## src/rtl/div_seq_unit_if.sv

```systemverilog
// div_seq_unit_if: start/operand/result bundle between the control unit (master) and the divider (slave)
// signals: start, a_in, b_in (to divider); busy, done, div_zero, hi_out, lo_out (from divider)
interface div_seq_unit_if #(parameter int WIDTH = 32);
  logic start;
  logic [WIDTH-1:0] a_in;
  logic [WIDTH-1:0] b_in;
  logic busy;
  logic done;
  logic div_zero;
  logic [WIDTH-1:0] hi_out;
  logic [WIDTH-1:0] lo_out;
  modport master (output start, a_in, b_in, input busy, done, div_zero, hi_out, lo_out);
  modport slave (input start, a_in, b_in, output busy, done, div_zero, hi_out, lo_out);
endinterface

```

## src/rtl/div_seq_unit.sv

```systemverilog
// div_seq_unit: iterative signed divider, MIPS DIV semantics (lo_out = quotient, hi_out = remainder)
// ports: clk; reset (synchronous, active-low); bus (slave): start, a_in, b_in in; busy, done, div_zero, hi_out, lo_out out
module div_seq_unit #(parameter int WIDTH = 32) (
  input logic clk,
  input logic reset,
  div_seq_unit_if.slave bus
);
  localparam int CW = $clog2(WIDTH);
  typedef enum logic [1:0] {IDLE, CALC, FIX} state_t;
  state_t state, state_n;
  logic [WIDTH-1:0] rem, quo, dv;
  logic sa, sb, go, last;
  logic [CW-1:0] cnt;
  logic [WIDTH:0] sh, diff;
  always_comb begin
    sh = {rem, quo[WIDTH-1]};
    diff = sh - {1'b0, dv};
    go = state == IDLE && bus.start && |bus.b_in;
    last = cnt == CW'(WIDTH - 1);
    state_n = go ? CALC : (state == CALC && last) ? FIX : state == FIX ? IDLE : state;
  end
  // busy trails the CALC state by one edge so it spans exactly the WIDTH step cycles and drops as done rises
  always_ff @(posedge clk) begin
    if (!reset) begin
      state <= IDLE;
      bus.busy <= 1'b0;
      bus.done <= 1'b0;
      bus.div_zero <= 1'b0;
      bus.hi_out <= '0;
      bus.lo_out <= '0;
      rem <= '0;
      quo <= '0;
      dv <= '0;
      sa <= 1'b0;
      sb <= 1'b0;
      cnt <= '0;
    end else begin
      state <= state_n;
      bus.busy <= state == CALC;
      bus.done <= state == FIX;
      bus.div_zero <= state == IDLE && bus.start && ~|bus.b_in;
      if (go) begin
        quo <= bus.a_in[WIDTH-1] ? -bus.a_in : bus.a_in;
        dv <= bus.b_in[WIDTH-1] ? -bus.b_in : bus.b_in;
        sa <= bus.a_in[WIDTH-1];
        sb <= bus.b_in[WIDTH-1];
        rem <= '0;
        cnt <= '0;
      end
      if (state == CALC) begin
        rem <= diff[WIDTH] ? sh[WIDTH-1:0] : diff[WIDTH-1:0];
        quo <= {quo[WIDTH-2:0], ~diff[WIDTH]};
        cnt <= cnt + 1'b1;
      end
      if (state == FIX) begin
        bus.lo_out <= (sa ^ sb) ? -quo : quo;
        bus.hi_out <= sa ? -rem : rem;
      end
    end
  end
endmodule
```

## src/flat_wrapper.sv

```systemverilog
// flat-port wrapper written by rule: the top's interface ports become plain ports
module div_seq_unit_flat 
#(parameter int WIDTH = 32)
  (clk, reset, bus_start, bus_a_in, bus_b_in, bus_busy, bus_done, bus_div_zero, bus_hi_out, bus_lo_out);
  div_seq_unit_if #(.WIDTH(WIDTH)) bus_i ();
  input logic clk;
  input logic reset;
  input wire logic [$bits(bus_i.start)-1:0] bus_start;
  input wire logic [$bits(bus_i.a_in)-1:0] bus_a_in;
  input wire logic [$bits(bus_i.b_in)-1:0] bus_b_in;
  output wire logic [$bits(bus_i.busy)-1:0] bus_busy;
  output wire logic [$bits(bus_i.done)-1:0] bus_done;
  output wire logic [$bits(bus_i.div_zero)-1:0] bus_div_zero;
  output wire logic [$bits(bus_i.hi_out)-1:0] bus_hi_out;
  output wire logic [$bits(bus_i.lo_out)-1:0] bus_lo_out;
  assign bus_i.start = bus_start;
  assign bus_i.a_in = bus_a_in;
  assign bus_i.b_in = bus_b_in;
  assign bus_busy = bus_i.busy;
  assign bus_done = bus_i.done;
  assign bus_div_zero = bus_i.div_zero;
  assign bus_hi_out = bus_i.hi_out;
  assign bus_lo_out = bus_i.lo_out;
  div_seq_unit #(.WIDTH(WIDTH)) u_core (.clk(clk), .reset(reset), .bus(bus_i));
endmodule
```

## config.mk

```make
export PLATFORM = sky130hd
export DESIGN_NAME = div_seq_unit_flat
export DESIGN_NICKNAME = d
export VERILOG_FILES = /design/src/rtl/div_seq_unit_if.sv /design/src/rtl/div_seq_unit.sv /design/src/flat_wrapper.sv
export SDC_FILE = /design/constraint.sdc
export NUM_CORES = 1
export LEC_CHECK = 0
export CAP_MARGIN = 20
export CORE_UTILIZATION = 50
export DETAILED_ROUTE_END_ITERATION = 8
export GPL_TIMING_DRIVEN = 0
export PLACE_DENSITY = 0.8
export SLEW_MARGIN = 20
export SYNTH_ARGS = -nofsm -noshare
export SYNTH_HDL_FRONTEND = slang
export SYNTH_SLANG_ARGS = --single-unit
```

## constraint.sdc

```tcl
create_clock -name clk -period 3.4 [get_ports clk]
set_clock_uncertainty 0.2 [all_clocks]
set_input_delay 0.85 -clock clk [delete_from_list [all_inputs] [get_ports clk]]
set_output_delay 0.85 -clock clk [all_outputs]
set_load 0.1 [all_outputs]
```

Word-level counts from Yosys, hierarchy flattened
Cells that the tools add are included.
- flip-flop bits (word level): 172
- input bits: 67
- output and inout port bits: 67
- logic and storage cells: 50
- add/subtract/negate cells: 6
- equal/unequal tests: 3
- muxes and demuxes: 14
- bitwise logic cells: 3
- reduce and logical (&&, ||, !) cells: 11
- operators with widths (kind ; count):
    two-way mux 32 bit ; 9
    negator 32 bit ; 4
    subtractor 33 x 32 -> 33 bit ; 1
    OR reduction 32 bit ; 1
    two-way mux 5 bit ; 2
    adder 5 x 1 -> 5 bit (second input constant) ; 1
    equality test 5 bit (second input constant) ; 1
    logical AND 1 bit ; 4
    two-way mux 2 bit ; 2
    nonzero test 2 bit ; 2
    nonzero test 3 bit ; 1
    equality test 2 x 1 -> 1 bit (second input constant) ; 1
    equality test 2 bit (second input constant) ; 1
    zero test 2 bit ; 1
    inverter 1 bit ; 2
    OR reduction 2 bit ; 1
    zero test 1 bit ; 1
    two-way mux 1 bit ; 1
    bitwise XOR 1 bit ; 1

Logic depth before layout (Yosys ltp)
Gate-level depths: netlist (run 1).
- depth after elaboration: 5
- depth in mapped cells: 13
- mapped depth without buffers: 12

Worst setup path before layout (run 1)
Ideal clock, no wire load.
- kind: input port to flip-flop
- from: input bus_b_in[9]
- to: register u_core.dv[23]
- setup time: 133 ps
- arrival: 3221 ps
- required time: 3067 ps
- path slack: -154 ps
- cell stages on the path: 8
- buffers on the path: 0
- cell sequence: or4_4 or4_4 or3_4 or3_1 or2_4 o41ai_4 xor2_1 a21oi_1
- cells in the longest elaborated chain, start to end: 2
- elaborated cells on any way between the ends: 4
- those cells by class: 1 x add/sub; 1 x mux; 2 x reduce/logical
- ends and longest elaborated chain (item ; RTL line ; RTL):
    from (decl) ; flat_wrapper.sv:10 ; input wire logic [$bits(bus_i.b_in)-1:0] bus_b_in;
    negator 32 bit / OR reduction 32 bit (equally long branches) ; div_seq_unit.sv:44, div_seq_unit.sv:18 ;
    two-way mux 32 bit / logical AND 1 bit (equally long branches) ; div_seq_unit.sv:44, div_seq_unit.sv:18 ;
    to (signal assigned) ; div_seq_unit.sv:44 ; dv <= bus.b_in[WIDTH-1] ? -bus.b_in : bus.b_in;
    to (decl) ; div_seq_unit.sv:11 ; logic [WIDTH-1:0] rem, quo, dv;
Parallel ways exist; a longest one is shown, timed or not.
A chain may end at the register's enable or synchronous reset.

Worst setup path in the final report (run 1)
- from: input bus_b_in[9]
- to: register u_core.quo[21]
- cells in the longest elaborated chain, start to end: 3
- ends and longest elaborated chain (item ; RTL line ; RTL):
    OR reduction 32 bit ; div_seq_unit.sv:18 ; go = state == IDLE && bus.start && |bus.b_in;
    logical AND 1 bit ; div_seq_unit.sv:18 ;
    nonzero test 2 bit (no line) ; - ;
    to (signal assigned) ; div_seq_unit.sv:43 ; quo <= bus.a_in[WIDTH-1] ? -bus.a_in : bus.a_in;
    to (signal assigned) ; div_seq_unit.sv:52 ; quo <= {quo[WIDTH-2:0], ~diff[WIDTH]};
    to (decl) ; div_seq_unit.sv:11 ;
No other way between the ends.

==> summary.md, run 1 <==
| Metric | Value |
|---|---|
| Layout Nets | `1575` |
| FF+latch count, synth | `172` |
| Post-layout min period | `3429 ps` |
| Clk buf depth | `2` |
| Setup TNS | `-180.2 ps` |
| FFs w/ async S/R, synth | `0%` |
| Peak supply drop | `0.3025 mV` |
| Clk pin slew, worst setup/hold paths | `approximately 60 ps` |
| Worst hold slack | `267.0 ps` |
| Routed Antenna Nets | `0` |
| Inserted Diodes | `0` |
| Hold path depth | `2` |
| Pwr per Cell Area | `388.3 nW/um2` |
| Slowest CP cell | `or4_4` |
| Initial antenna violation count | `0` |
| Critical path class | `input port to flop` |
| CP endpoint kind | `flop` |
| CP Buf/Inv Count | `5` |
| Worst min-delay path class | `flop to flop` |
| CP max FO | `6` |
| Vias/cell | `between 5 and 6` |
| Clk Latency, worst-skew pair | `440 ps` |
| Vias in the first global route | `9631` |
| Reg2Reg Depth | `14` |
| Post-Synthesis Cells | `~1300` |
| CTS tree | `yes` |
| Final wirelength | `between 30000 and 40000 um` |
| RePlAce Congestion | `~0.99` |
| Register area share after synthesis | `32.06%` |
| Worst Slack Setup Final | `-29.46 ps` |
| Maximum capacitance violations | `0` |
| Synth Cell Area | `~11000 um2` |
| IO Pins | `approximately 130` |
| Root Buffer | `clkbuf_16` |
| Post-synth top flop | `dfxtp_1` |
| Hold_buf cts | `0` |
| Starting Density | `between 50% and 60%` |
| Average size of a mapped cell | `roughly 8.4 um2` |
| Largest net degree at the start of global routing | `17` |
| CP cell instances | `buf_6, or4_4, or4_4, buf_6, nor3_4, nand4b_1, a21oi_1, or2_1, buf_6, and2_4, buf_12, clkbuf_16, a22oi_1, o21ai_0` |
| Crit-path max cell delay | `about 530 ps` |
| Crit path max-delay family | `simple AND/OR/NAND/NOR gates` |
| Total leakage power | `approximately 6.2 nW` |
| Violated checks | `setup timing` |
| Core area | `~21000 um2` |
| Worst slew pin tran | `a little over 1000 ps` |
| Post-Synthesis Net Count | `1389` |
| Die width | `approximately 150 um` |
| Critical Path RT | `between 3000 and 4000 ps` |
| Pins Over Slew Limit | `0` |
| First drt pass iteration count | `8` |
| Crit path depth | `14` |
| Rows | `between 50 and 60` |
| Fin crit share | `100.9%` |
| Slew HR | `30.77%` |
| # port buffers | `133` |
| H-Tree Depth | `4` |
| Die Y | `approximately 150 um` |
| CTS sink cnt | `172` |
| Most frequent CP cell | `buf_6` |
| Startpoint Class | `input port` |
| Area growth syn-to-layout | `28.26%` |
| Arrival time worst endpoint | `approximately 3600 ps` |
| Final Instance Area | `between 10000 and 15000 um2` |
| Initial DRC count | `between 1000 and 1500` |
| RSZ-0062 raised after global routing | `yes` |
| CTS buffer count | `17` |
| Dpl cell area | `about 12000 um2` |
| Outcome | `complete, but fails checks` |
| Overflow after GRT | `0` |
| Layout cell share with drive strength beyond 1 | `between 10% and 20%` |
| HPWL after DPL | `between 20000 and 25000 um` |
| Number of flops mapped to enable cells by yosys | `0` |
| Distinct cell type count after synthesis | `70` |
| Via count | `10433` |
| DIE AREA | `22070 um2` |
| Remaining DRCs | `0` |
| Yosys warns | `0` |
| Power Total | `around 5.3 mW` |
| Final Hold Vio Count | `0` |
| Global-route wire length before repair | `50540 um` |
| Setup Viol. Count Final | `18` |
| Overall Global Routing Usage | `a little under 30%` |
| Routed wire per std cell | `between 15 and 20 um` |
| Max Fclk | `291.6 MHz` |
## worst paths after layout
path                    startpoint                     to  slack [ps]
max                    bus_b_in[9]         u_core.quo[21]         -30
min          u_core.bus.lo_out[31]  u_core.bus.lo_out[31]         270
max reg2reg         u_core.quo[31]         u_core.rem[15]          60
min reg2reg  u_core.bus.lo_out[31]  u_core.bus.lo_out[31]         270
## cells in the final DEF, fill, tap and decap left out, types with 18 or more instances in the layout
cell             synthesis  layout
o21ai_1                  1      30
inv_1                   53      52
xnor2_1                 53      53
nor2b_1                 29      29
buf_4                    5      32
clkbuf_16                0      20
o31ai_1                 30      29
nand2_1                179     162
dfxtp_1                172     163
clkbuf_1                58      49
o21ai_0                108      77
nor3_1                  20      18
xor2_1                  89      88
nor2_1                  44      43
o211a_1                 79      79
ha_1                    38      35
mux2i_1                 30      30
a222oi_1                21      21
a21oi_1                 51      49
clkdlybuf4s50_1          0     115
## cell families (layout without fill, tap and decap cells)
group	Yosys count	in the layout	share of synthesized area (%)
compound gates	381	381	26.10
simple gates	385	385	17.57
buf+inv	131	330	4.927
mux	32	32	3.005
xor+xnor	143	143	11.73
flops	172	172	32.06
fa+ha+maj	39	39	4.613
## metrics by stage
step	util [%]	setup WS (ps)	cells
finish	65.54	-29.46	1757
global placement	59.15	-1031	1691
CTS	63.86	-82.09	1747
global route	65.54	-139.8	1757
detailed placement	59.15	-1115	1691
floorplan	-	-143.3	1283
## worst min-delay path, stage by stage (launching register included)
cell and delay (ps):
dfxtp_1 320, nand2_1 60, o21ai_1 50
## timing repair
item	CTS	global route
buffers inserted	25	6
cloned	0	5
pin swaps	26	29
endpoints found under the setup margin	102	101
resized for setup	72	100
## sequential cells by signal, summed over array words and instances, names as in the netlist, 2 cells and up
register / flops
u_core.bus.hi_out: 32
u_core.bus.lo_out: 32
u_core.cnt: 5
u_core.dv: 32
u_core.quo: 32
u_core.rem: 32
u_core.state: 2
## routing by layer
metal  vias up  GRT usage (%)  routed length [um]
li1       5044              -                   -
met1      4878          42.08               14910
met2       450          43.67               14260
met3        61          4.233                2672
met4         0          9.021                 773
met5         -              0                   0
## Yosys cell counts (3+ instances only)
master	number	area, um2
a211oi_1	3	22.52
a21boi_0	7	52.55
a21o_1	10	75.07
a21oi_1	51	255.2
a222oi_1	21	210.2
a22o_1	4	35.03
a22oi_1	9	67.56
a31oi_1	7	43.79
and2_1	9	56.30
and3_1	3	18.77
buf_1	5	18.77
buf_2	8	40.04
buf_4	5	37.54
clkbuf_1	58	217.7
dfxtp_1	172	3443
ha_1	38	475.5
inv_1	53	198.9
mux2i_1	30	300.3
nand2_1	179	671.9
nand2b_1	14	87.58
nand3_1	13	65.06
nand4_1	7	43.79
nor2_1	44	165.2
nor2b_1	29	181.4
nor3_1	20	100.1
nor3b_1	3	22.52
nor4_1	13	81.33
o211a_1	79	790.8
o211ai_1	11	82.58
o21a_1	3	22.52
o21ai_0	108	540.5
o31ai_1	30	225.2
o41ai_1	14	122.6
o41ai_2	3	48.80
or2_1	3	18.77
or2_2	4	25.02
or3_1	17	106.4
or4_1	13	97.59
or4_4	4	45.04
xnor2_1	53	464.2
xor2_1	89	779.5
## layout make-up
cell class,instances,area [um2]
Sequential cell,172,3455
Clock buffer,20,466.7
Buffer,77,401.6
Fill cell,1722,7244
Inverter,53,198.9
Clock inverter,12,175.2
Timing Repair Buffer,168,1663
Multi-Input combinational cell,980,7073
Tap cell,275,344.1
## report_power, final
part           internal (mW)  leakage, nW  switching [mW]
combinational          0.456         4.44           0.611
clock                   1.24        0.311           0.880
sequential              2.08         1.40          0.0832
total                   3.78         6.16            1.57
Power figures use the tool's default switching activity.
==> run 2, diff against run 1 <==
Settings changed: CORE_ASPECT_RATIO set to 1.25, HOLD_SLACK_MARGIN set to 0.05.
==> run 2 against run 1 <==
Against the previous run: the flow now finishes without violations; maximum frequency grew 1.6%; die area is essentially flat; sequential power hardly changed; flip-flop and latch count stayed put; final cell count fell by 0.46%; register-to-register slack got worse by 30 ps; clock power shrank 6%; worst setup slack improved by 54 ps; first-iteration DRC count fell by 16%; total power fell by 1.4%; critical path type unchanged; highest routed layer unchanged.
==> summary.md, run 2 (synthesis results as in run 1) <==
| Metric | Value |
|---|---|
| Filler cell count | `approximately 1700` |
| Hold path depth | `2` |
| Maximum capacitance violations | `0` |
| Hold EP | `u_core.bus.lo_out[31]` |
| Arrival time worst endpoint | `between 3000 and 4000 ps` |
| Clk pin slew, worst setup/hold paths | `~60 ps` |
| Slew HR | `32.01%` |
| Worst slew pin tran | `1017 ps` |
| Final Instance Area | `between 10000 and 15000 um2` |
| RSZ-0062 raised after global routing | `yes` |
| Reg2reg end | `u_core.rem[28]` |
| Fin crit share | `99.28%` |
| CTS sink cnt | `172` |
| Overflow after GRT | `0` |
| Routed Antenna Nets | `0` |
| Hold_buf cts | `0` |
| Outcome | `completed` |
| Die Y | `about 170 um` |
| Commonest non-fill, non-tap cell in the layout | `dfxtp_1` |
| Metal2 WL | `approximately 17000 um` |
| Setup Viol. Count Final | `0` |
| R2r startpoint | `u_core.rem[16]` |
| Vias in the first global route | `10313` |
| Final wirelength | `34490 um` |
| Area growth syn-to-layout | `29.87%` |
| CTS tree | `yes` |
| Initial DRC count | `between 900 and 1000` |
| Root Buffer | `clkbuf_16` |
| Wire length on met1 | `about 13000 um` |
| DIE AREA | `between 20000 and 25000 um2` |
| Layout cell share with drive strength beyond 1 | `~14%` |
| Global-route wire length before repair | `~53000 um` |
| First drt pass iteration count | `7` |
| CP max FO | `5` |
| Critical path class | `input port to flop` |
| Initial antenna violation count | `0` |
| Clk buf depth | `2` |
| Critical Path RT | `between 3000 and 4000 ps` |
| Pins Over Slew Limit | `0` |
| HPWL after DPL | `25530 um` |
| Via count | `approximately 11000` |
| Layout Nets | `1570` |
| # port buffers | `approximately 130` |
| Core area | `~21000 um2` |
| Reg2Reg Setup Slack | `30 ps` |
| Reg2Reg Depth | `12` |
| Worst min-delay path class | `flop to flop` |
| Overall Global Routing Usage | `a little under a third` |
| Vias/cell | `around 6.2` |
| Hold Path Origin | `u_core.bus.lo_out[31]` |
| Post-layout min period | `3375 ps` |
| RePlAce Congestion | `0.9550` |
| Peak supply drop | `0.3719 mV` |
| Setup TNS | `0 ps` |
| Rows | `between 50 and 60` |
| Met3 wire length | `a little under 2000 um` |
| Pwr per Cell Area | `378.0 nW/um2` |
| Die width | `133.1 um` |
| Remaining DRCs | `0` |
| Clk Latency, worst-skew pair | `between 400 and 500 ps` |
| Final Hold Vio Count | `0` |
| Startpoint Class | `input port` |
| Starting Density | `between 50% and 60%` |
| Dpl cell area | `12430 um2` |
| Inserted Diodes | `0` |
| Uppermost routed layer | `met4` |
| Commonest non-fill, non-tap cells in the layout | `dfxtp_1 (160), nand2_1 (154), clkdlybuf4s50_1 (116)` |
| Total leakage power | `a little over 6 nW` |
| Largest net degree at the start of global routing | `17` |
| H-Tree Depth | `4` |
| IO Pins | `about 130` |
| CTS buffer count | `17` |
| Max Fclk | `approximately 300 MHz` |
| CP endpoint kind | `flop` |
| Routed wire per std cell | `between 15 and 20 um` |
-- run 2: power by group --
| group | leakage, nW | internal, mW | switching (mW) | total (mW) |
|---|---|---|---|---|
| sequential | 1.40 | 2.08 | 0.0828 | 2.17 |
| combinational | 4.52 | 0.477 | 0.637 | 1.11 |
| clock | 0.286 | 1.17 | 0.824 | 1.99 |
| total | 6.21 | 3.73 | 1.54 | 5.27 |
-- run 2: how the worst max path moves through the flow --
stage	start	to	cells after the start
after global placement	u_core.rem[0]	u_core.rem[5]	12
after floorplan	bus_b_in[9]	u_core.dv[23]	8
after CTS	bus_b_in[8]	u_core.dv[23]	9
after global routing	bus_a_in[2]	u_core.quo[26]	9
final	bus_b_in[9]	u_core.dv[30]	10
after detailed placement	u_core.rem[0]	u_core.rem[7]	12
-- run 2: repair_timing --
action	4_1_cts	5_1_grt
endpoints found under the setup margin	102	101
gates resized for setup	141	101
gates cloned	4	1
pin swaps	31	36
setup buffers	25	6
-- run 2: cell type report --
class	count	area [um2]	share of cell area, %
multi-input cells	980	7213	51.71
clock inverters	10	142.6	1.023
flip-flops and latches	172	3463	24.83
clock buffers	20	446.7	3.202
plain buffers	72	405.4	2.906
repair buffers	168	1737	12.45
well taps	274	342.8	2.458
inverters	53	198.9	1.426
-- run 2: metrics by stage --
| step | hold slack, ps | cells | power (mW) | setup WS [ps] | util [%] |
|---|---|---|---|---|---|
| after floorplan | 247.9 | 1283 | 2.854 | -143.3 | - |
| after global placement | 254.2 | 1690 | 3.167 | -1072 | 59.30 |
| after detailed placement | 266.7 | 1690 | 3.183 | -1083 | 59.30 |
| after CTS | 279.6 | 1747 | 5.214 | -109.7 | 65.06 |
| after global routing | 309.1 | 1749 | 5.460 | -107.3 | 66.54 |
| final | 282.8 | 1749 | 5.273 | 24.57 | 66.54 |
-- run 2: worst max-delay path: stages --
cell and delay [ps]:
buf_6 90, or4_4 530, or4_4 450, buf_6 140
or3_4 390, or2_4 280, o31ai_2 280, xor2_1 240
o21ai_0 90, and2_1 160
-- run 2: per-layer routing --
layer / up-vias / track usage, %
li1: 5020 / -
met1: 5157 / 34.72
met2: 446 / 53.49
met3: 134 / 4.670
met4: 0 / 17.24
met5: - / 0
